==> config.mk <==
export PLATFORM = sky130hd
export DESIGN_NAME = dmem_access_ctrl_flat
export DESIGN_NICKNAME = d
export VERILOG_FILES = /design/src/rtl/dmem_access_if.sv /design/src/rtl/dmem_access_ctrl.sv /design/src/flat_wrapper.sv
export SDC_FILE = /design/constraint.sdc
export NUM_CORES = 1
export LEC_CHECK = 0
export BUFFER_PORTS_ARGS = -buffer_cell sky130_fd_sc_hd__buf_4
export CAP_MARGIN = 20
export CORE_UTILIZATION = 42
export CTS_CLUSTER_SIZE = 8
export DETAILED_ROUTE_END_ITERATION = 8
export HOLD_SLACK_MARGIN = 0.03
export PLACE_DENSITY = 0.76
export SYNTH_ARGS = -nofsm -noshare
export SYNTH_HDL_FRONTEND = slang
export SYNTH_SLANG_ARGS = --single-unit
==> constraint.sdc <==
create_clock -name i_clk -period 1.5 [get_ports i_clk]
set_input_delay 0.3 -clock i_clk [delete_from_list [all_inputs] [get_ports i_clk]]
set_output_delay 0.3 -clock i_clk [all_outputs]
set_load 0.05 [all_outputs]
==> src/rtl/dmem_access_if.sv <==
// Bus bundle between the MEM stage, the data-memory access controller and data memory.
// Handshake: dm_req rises with dm_addr/dm_we/dm_be/dm_wdata stable and holds them until a cycle with dm_ack=1, in which dm_rdata is valid.
interface dmem_access_if;
    logic        mem_req;
    logic        mem_we;
    logic [31:0] mem_addr;
    logic [31:0] mem_wdata;
    logic [3:0]  store_be;
    logic [1:0]  load_type;
    logic        flush;

    logic        stall;
    logic        rd_valid;
    logic [31:0] rd_data;
    logic [1:0]  ld_type;
    logic [1:0]  ld_byte;
    logic        err;

    logic        dm_req;
    logic        dm_we;
    logic [31:0] dm_addr;
    logic [31:0] dm_wdata;
    logic [3:0]  dm_be;
    logic        dm_ack;
    logic [31:0] dm_rdata;

    // master: pipeline plus memory, which surround the controller
    modport master (
        output mem_req, mem_we, mem_addr, mem_wdata, store_be, load_type, flush,
        output dm_ack, dm_rdata,
        input  stall, rd_valid, rd_data, ld_type, ld_byte, err,
        input  dm_req, dm_we, dm_addr, dm_wdata, dm_be
    );

    modport slave (
        input  mem_req, mem_we, mem_addr, mem_wdata, store_be, load_type, flush,
        input  dm_ack, dm_rdata,
        output stall, rd_valid, rd_data, ld_type, ld_byte, err,
        output dm_req, dm_we, dm_addr, dm_wdata, dm_be
    );
endinterface

==> src/rtl/dmem_access_ctrl.sv <==
// Data-memory access controller: turns one MEM-stage load/store into a held memory request,
// stalls the pipeline until ack or timeout, and hands load data to the load formatter.
module dmem_access_ctrl #(
    parameter int TIMEOUT = 16
) (
    input  logic               i_clk,
    input  logic               i_rst,
    dmem_access_if.slave       io_bus,
    output logic [1:0]         o_dbg_state
);

    typedef enum logic [1:0] {
        ST_IDLE = 2'd0,
        ST_BUSY = 2'd1,
        ST_RESP = 2'd2
    } state_t;

    localparam logic [7:0] TO_LAST = 8'(TIMEOUT - 1);

    state_t      r_state;
    state_t      w_next;
    logic        w_stall;
    logic        w_dm_req;
    logic        w_null;
    logic        w_accept;
    logic        w_timeout;
    logic        w_squash_now;

    logic [7:0]  r_cnt;
    logic        r_squash;
    logic        r_dm_we;
    logic [31:0] r_dm_addr;
    logic [31:0] r_dm_wdata;
    logic [3:0]  r_dm_be;
    logic [1:0]  r_pend_type;
    logic [1:0]  r_pend_byte;
    logic        r_rd_valid;
    logic        r_err;
    logic [31:0] r_rd_data;
    logic [1:0]  r_ld_type;
    logic [1:0]  r_ld_byte;

    // A store with no byte lanes or a load of type "none" never touches memory.
    assign w_null       = io_bus.mem_we ? (io_bus.store_be == 4'b0000)
                                        : (io_bus.load_type == 2'b00);
    assign w_accept     = io_bus.mem_req & ~io_bus.flush & ~w_null;
    assign w_timeout    = (r_cnt == TO_LAST);
    assign w_squash_now = r_squash | io_bus.flush;

    always_ff @(posedge i_clk) begin
        if (i_rst) r_state <= ST_IDLE;
        else       r_state <= w_next;
    end

    always_comb begin
        w_next   = r_state;
        w_stall  = 1'b0;
        w_dm_req = 1'b0;
        case (r_state)
            ST_IDLE: begin
                if (w_accept) begin
                    w_next  = ST_BUSY;
                    w_stall = 1'b1;
                end
            end
            ST_BUSY: begin
                w_stall  = 1'b1;
                w_dm_req = 1'b1;
                if (io_bus.dm_ack || w_timeout) w_next = ST_RESP;
            end
            ST_RESP: w_next = ST_IDLE;
            default: w_next = ST_IDLE;
        endcase
    end

    always_ff @(posedge i_clk) begin
        if (i_rst) begin
            r_cnt       <= 8'd0;
            r_squash    <= 1'b0;
            r_dm_we     <= 1'b0;
            r_dm_addr   <= 32'd0;
            r_dm_wdata  <= 32'd0;
            r_dm_be     <= 4'd0;
            r_pend_type <= 2'd0;
            r_pend_byte <= 2'd0;
            r_rd_valid  <= 1'b0;
            r_err       <= 1'b0;
            r_rd_data   <= 32'd0;
            r_ld_type   <= 2'd0;
            r_ld_byte   <= 2'd0;
        end else begin
            r_rd_valid <= 1'b0;
            r_err      <= 1'b0;
            case (r_state)
                ST_IDLE: begin
                    if (w_accept) begin
                        r_dm_addr   <= {io_bus.mem_addr[31:2], 2'b00};
                        r_dm_wdata  <= io_bus.mem_wdata;
                        r_dm_be     <= io_bus.mem_we ? io_bus.store_be : 4'b1111;
                        r_dm_we     <= io_bus.mem_we;
                        r_pend_type <= io_bus.load_type;
                        r_pend_byte <= io_bus.mem_addr[1:0];
                        r_cnt       <= 8'd0;
                        r_squash    <= 1'b0;
                    end
                end
                ST_BUSY: begin
                    if (io_bus.flush) r_squash <= 1'b1;
                    // Ack takes priority over a timeout landing in the same cycle.
                    if (io_bus.dm_ack) begin
                        r_cnt <= 8'd0;
                        if (!r_dm_we && !w_squash_now) begin
                            r_rd_valid <= 1'b1;
                            r_rd_data  <= io_bus.dm_rdata;
                            r_ld_type  <= r_pend_type;
                            r_ld_byte  <= r_pend_byte;
                        end
                    end else if (w_timeout) begin
                        r_cnt <= 8'd0;
                        if (!w_squash_now) begin
                            r_err <= 1'b1;
                            if (!r_dm_we) begin
                                r_rd_valid <= 1'b1;
                                r_rd_data  <= 32'd0;
                                r_ld_type  <= r_pend_type;
                                r_ld_byte  <= r_pend_byte;
                            end
                        end
                    end else begin
                        r_cnt <= r_cnt + 8'd1;
                    end
                end
                ST_RESP: r_squash <= 1'b0;
                default: r_squash <= 1'b0;
            endcase
        end
    end

    assign io_bus.stall    = w_stall & ~i_rst;
    assign io_bus.dm_req   = w_dm_req;
    assign io_bus.dm_we    = r_dm_we;
    assign io_bus.dm_addr  = r_dm_addr;
    assign io_bus.dm_wdata = r_dm_wdata;
    assign io_bus.dm_be    = r_dm_be;
    assign io_bus.rd_valid = r_rd_valid;
    assign io_bus.err      = r_err;
    assign io_bus.rd_data  = r_rd_data;
    assign io_bus.ld_type  = r_ld_type;
    assign io_bus.ld_byte  = r_ld_byte;
    assign o_dbg_state     = r_state;

endmodule
==> src/flat_wrapper.sv <==
// flat-port wrapper written by rule: the top's interface ports become plain ports
module dmem_access_ctrl_flat 
#(
    parameter int TIMEOUT = 16
)
  (i_clk, i_rst, o_dbg_state, io_bus_mem_req, io_bus_mem_we, io_bus_mem_addr, io_bus_mem_wdata, io_bus_store_be, io_bus_load_type, io_bus_flush, io_bus_dm_ack, io_bus_dm_rdata, io_bus_stall, io_bus_rd_valid, io_bus_rd_data, io_bus_ld_type, io_bus_ld_byte, io_bus_err, io_bus_dm_req, io_bus_dm_we, io_bus_dm_addr, io_bus_dm_wdata, io_bus_dm_be);
  dmem_access_if io_bus_i ();
  input  logic i_clk;
  input  logic i_rst;
  output logic [1:0] o_dbg_state;
  input wire logic [$bits(io_bus_i.mem_req)-1:0] io_bus_mem_req;
  input wire logic [$bits(io_bus_i.mem_we)-1:0] io_bus_mem_we;
  input wire logic [$bits(io_bus_i.mem_addr)-1:0] io_bus_mem_addr;
  input wire logic [$bits(io_bus_i.mem_wdata)-1:0] io_bus_mem_wdata;
  input wire logic [$bits(io_bus_i.store_be)-1:0] io_bus_store_be;
  input wire logic [$bits(io_bus_i.load_type)-1:0] io_bus_load_type;
  input wire logic [$bits(io_bus_i.flush)-1:0] io_bus_flush;
  input wire logic [$bits(io_bus_i.dm_ack)-1:0] io_bus_dm_ack;
  input wire logic [$bits(io_bus_i.dm_rdata)-1:0] io_bus_dm_rdata;
  output wire logic [$bits(io_bus_i.stall)-1:0] io_bus_stall;
  output wire logic [$bits(io_bus_i.rd_valid)-1:0] io_bus_rd_valid;
  output wire logic [$bits(io_bus_i.rd_data)-1:0] io_bus_rd_data;
  output wire logic [$bits(io_bus_i.ld_type)-1:0] io_bus_ld_type;
  output wire logic [$bits(io_bus_i.ld_byte)-1:0] io_bus_ld_byte;
  output wire logic [$bits(io_bus_i.err)-1:0] io_bus_err;
  output wire logic [$bits(io_bus_i.dm_req)-1:0] io_bus_dm_req;
  output wire logic [$bits(io_bus_i.dm_we)-1:0] io_bus_dm_we;
  output wire logic [$bits(io_bus_i.dm_addr)-1:0] io_bus_dm_addr;
  output wire logic [$bits(io_bus_i.dm_wdata)-1:0] io_bus_dm_wdata;
  output wire logic [$bits(io_bus_i.dm_be)-1:0] io_bus_dm_be;
  assign io_bus_i.mem_req = io_bus_mem_req;
  assign io_bus_i.mem_we = io_bus_mem_we;
  assign io_bus_i.mem_addr = io_bus_mem_addr;
  assign io_bus_i.mem_wdata = io_bus_mem_wdata;
  assign io_bus_i.store_be = io_bus_store_be;
  assign io_bus_i.load_type = io_bus_load_type;
  assign io_bus_i.flush = io_bus_flush;
  assign io_bus_i.dm_ack = io_bus_dm_ack;
  assign io_bus_i.dm_rdata = io_bus_dm_rdata;
  assign io_bus_stall = io_bus_i.stall;
  assign io_bus_rd_valid = io_bus_i.rd_valid;
  assign io_bus_rd_data = io_bus_i.rd_data;
  assign io_bus_ld_type = io_bus_i.ld_type;
  assign io_bus_ld_byte = io_bus_i.ld_byte;
  assign io_bus_err = io_bus_i.err;
  assign io_bus_dm_req = io_bus_i.dm_req;
  assign io_bus_dm_we = io_bus_i.dm_we;
  assign io_bus_dm_addr = io_bus_i.dm_addr;
  assign io_bus_dm_wdata = io_bus_i.dm_wdata;
  assign io_bus_dm_be = io_bus_i.dm_be;
  dmem_access_ctrl #(.TIMEOUT(TIMEOUT)) u_core (.i_clk(i_clk), .i_rst(i_rst), .io_bus(io_bus_i), .o_dbg_state(o_dbg_state));
endmodule
==> metrics.md <==
| Metric | Value |
|---|---|
| Total CTS buffers | `17` |
| Buf+Inv Stages, Crit Path | `3` |
| Post-Syn Instances | `555` |
| DRC Markers | `0` |
| Global Route Usage Sum | `0.340` |
| Synth Area in Adders | `0.00269` |
| Clock Path Buffers | `2` |
| Hpwl dp | `9.74 mm` |
| Max Clock Skew | `7.53 ps` |
| Largest family of logic cells by synthesized area | `simple AND/OR/NAND/NOR gates` |
| Simple-Gate Fraction of Synth Area | `0.225` |
| CP most frequent cell | `buf_6` |
| RSZ-0062 raised after global routing | `true` |
| CP Capture Type | `output port` |
| Ys flop type | `dfxtp_1` |
| R2r setup slk | `-320 ps` |
| Worst Hold Class | `input port to register` |
| Ys Warns | `0` |
| Final core occ | `0.891` |
| Multi-input gate area | `3130 sq um` |
| Die Footprint | `11500 sq um` |
| Vias in the first global route | `5849` |
| CP Max Fanout | `2` |
| Crit start category | `register` |
| Sequential Area | `2420 sq um` |
| Placer congestion estimate | `0.835` |
| Post-Route WL | `24.0 mm` |
| Worst setup path category | `register to output port` |
| Initial antenna violation count | `0` |
| Cell variety after synth | `46` |
| Crit path largest cell delay | `370 ps` |
| Critical path's top delay family | `flip-flops` |
| Syn Area/Cell | `8.37 sq um` |
| Worst setup margin | `-322 ps` |
| Failing checks | `setup timing` |
| Final net count | `985` |
| Tcrit/Tclk final | `1.21` |
| Sequential share of the synthesized area | `0.517` |
| TritonCTS Sinks | `120` |
| Initial drt markers | `511` |
| Reg2reg start | `u_core.o_dbg_state[0]` |
| Fill cell count | `420` |
| Least-Margin Pin Slew | `908 ps` |
| Max-cap viol count | `0` |
| Core area | `10800 sq um` |
| Slew Limit Headroom | `0.395` |
| Asr flop ratio synth | `0` |
| Hold EP | `u_core.io_bus.dm_addr[24]` |
| Worst endpoint data arrival time | `1520 ps` |
| Via count | `6029` |
| # port buffers | `216` |
| Final min period | `1820 ps` |
| GRT overflow | `0` |
| Ant diodes | `0` |
| Achievable frequency | `549 MHz` |
| Die width | `107 um` |
| Maximum vdd drop | `0.710 mV` |
| Cell Chain, Critical Path | `buf_6 > inv_4 > a211oi_4 > buf_6` |
| Drt pass-1 iters | `6` |
| Initial core utilization | `0.430` |
| Mux contribution to synthesized area | `0.0108` |
| Clock slew at reported path FFs | `60 ps` |
| Layout cells sized above 1 | `0.621` |
| Cell row count | `38` |
| Synth Area in XOR/XNOR | `0.00377` |
| Post-synth EDFFs | `0` |
| Max Slew Vio Count | `0` |
| Detail Route Antenna Nets | `0` |
| FF+latch count, synth | `120` |
| Final setup violation count | `117` |
| Area Overhead vs Synth | `107%` |
| Hold Vio Cnt, Final | `0` |
| Max H-tree Level | `4` |
| Post-Route Setup TNS | `-22780 ps` |
| Leakage | `3.95 nW` |
| Critical Path RT | `1200 ps` |
| Cell taking the most area after synthesis | `dfxtp_1` |
| Largest net degree at the start of global routing | `60` |
| PD cells | `1030 nW/um^2` |
| Critical register-to-register path endpoint | `u_core.io_bus.dm_addr[12]` |
| Clock root buffer | `clkbuf_8` |
| Worst R2R Path Depth | `8` |
| Worst Hold Depth | `3` |
| Worst path slowest cell | `dfxtp_4` |
| Hold wc startpoint | `io_bus_mem_addr[24]` |
| First-pass GRT wire length | `29.7 mm` |
| Post-Syn Area | `4640 sq um` |
| Area contributors post-synth | `dfxtp_1, nand2_1, a21oi_1` |
| Result of the run | `finished, violations left` |
| Routed len/inst | `23.3 um` |
| I/O Pins | `219` |
| CTS tree | `done` |
| Die Span Y | `107 um` |
| Synth Area in Compound Gates | `0.180` |
| Area share of the largest cell type after synthesis | `0.517` |
| Clk_lat worst skew | `520 ps` |
| Drt via density | `5.86` |
==> worst reg2reg max path, stage by stage (launching register included) <==
cell and delay (ps):
dfxtp_4 360, buf_6 120, nor4b_4 280, buf_4 160, o211a_4 250, buf_12 150
buf_16 160, nand2_4 60, a21oi_2 190
==> final cells by class <==
cell class,count,share of cell area
Tap cell,140,0.0182
Inverter,8,0.00390
Clock buffer,22,0.0515
Multi-Input combinational cell,384,0.326
Sequential cell,120,0.251
Timing Repair Buffer,345,0.332
Clock inverter,10,0.0168
==> cells in the final DEF (no fill, tap or decap), types with 3 or more instances in the layout <==
master / netlist / final
dfxtp_1: 120 / 115
a21oi_1: 103 / 19
nor3_1: 5 / 5
clkinvlp_4: 0 / 3
o21ai_2: 1 / 6
nand3_2: 0 / 20
dfxtp_4: 0 / 3
clkbuf_8: 0 / 3
buf_4: 5 / 243
o21ai_1: 29 / 24
nand3_1: 35 / 3
nand2_4: 0 / 40
a21oi_2: 0 / 83
dlygate4sd3_1: 0 / 51
clkbuf_16: 0 / 19
buf_6: 6 / 23
nand2_1: 139 / 70
nor4b_4: 1 / 3
nand3_4: 0 / 12
nand2_2: 0 / 28
o21ai_4: 0 / 3
nand2b_1: 11 / 10
nor2_1: 9 / 8
buf_16: 0 / 8
buf_8: 0 / 5
mux2i_1: 5 / 5
buf_12: 0 / 14
or3_1: 5 / 4
bufinv_16: 0 / 4
inv_1: 7 / 6
==> how the worst max path moves through the flow <==
stage	from	endpoint	depth (start not counted)
2_1_floorplan	io_bus_mem_we	io_bus_stall	3
3_3_place_gp	io_bus_store_be[0]	u_core.io_bus.dm_addr[29]	6
3_5_place_dp	io_bus_store_be[0]	u_core.io_bus.dm_be[1]	5
4_1_cts	u_core.o_dbg_state[1]	io_bus_stall	4
5_1_grt	u_core.o_dbg_state[0]	u_core.io_bus.dm_addr[21]	8
6_report	u_core.o_dbg_state[0]	io_bus_stall	4
==> state kept, by name (all words and copies together) (netlist names) <==
signal                  flops
u_core.io_bus.rd_valid      1
u_core.io_bus.dm_we         1
u_core.r_cnt                8
u_core.r_pend_byte          2
u_core.r_pend_type          2
u_core.io_bus.dm_be         4
u_core.io_bus.ld_byte       2
u_core.io_bus.ld_type       2
u_core.io_bus.dm_addr      30
u_core.io_bus.rd_data      32
u_core.o_dbg_state          2
u_core.io_bus.dm_wdata     32
u_core.io_bus.err           1
u_core.r_squash             1
==> per-stage QoR <==
stage / hold slack (ps) / instances / power (mW) / area [sq um] / setup slack (ps)
2_1_floorplan: 409 / 556 / 4.16 / 4700 / -44.4
3_3_place_gp: 443 / 903 / 4.64 / 6580 / -152
3_5_place_dp: 447 / 903 / 4.67 / 6580 / -277
4_1_cts: 30.7 / 1032 / 9.54 / 8760 / -269
5_1_grt: 32.5 / 1029 / 10.2 / 9610 / -435
6_report: 47.8 / 1029 / 9.94 / 9610 / -322
==> report_power, final <==
part / switching (mW) / total, mW / internal (mW)
combinational: 1.16 / 1.98 / 0.823
sequential: 0.0947 / 3.39 / 3.30
clock: 1.58 / 4.56 / 2.99
==> metal layers <==
layer,vias up,track usage,share of wire
met3,157,0.0760,0.069
met5,-,0,0
met2,403,0.608,0.51
met1,2919,0.358,0.34
met4,0,0.218,0.076
li1,2550,-,-
==> cells in the mapped netlist, types with 3 or more instances <==
cell,count
dfxtp_1,120
clkbuf_1,17
buf_2,13
mux2i_1,5
nand3_1,35
a311oi_1,3
or3_1,5
inv_1,7
buf_6,6
nor3_1,5
nand2_1,139
nand2b_1,11
a211oi_1,4
buf_4,5
buf_1,3
a21oi_1,103
o21ai_1,29
o21ai_0,4
nor2_1,9
==> cell families (layout without fill, tap and decap cells) <==
kind of cell,after synthesis,in the layout
AND/OR/NAND/NOR,220,220
AO/OA/AOI/OAI,154,154
flip-flops,120,120
buffers and inverters,52,385
multiplexers,5,5
XOR/XNOR,2,2
adder cells (fa/ha/maj),1,1
other,1,2
==> repair_timing <==
item | in CTS | in global routing
buffers inserted | 32 | 6
pin swaps | 43 | 124
setup endpoints to repair | 107 | 121
gates resized for setup | 85 | 257
hold buffers | 50 | 1
cloned | 15 | 1
hold endpoints to repair | 50 | 1
Power figures use the tool's default switching activity.
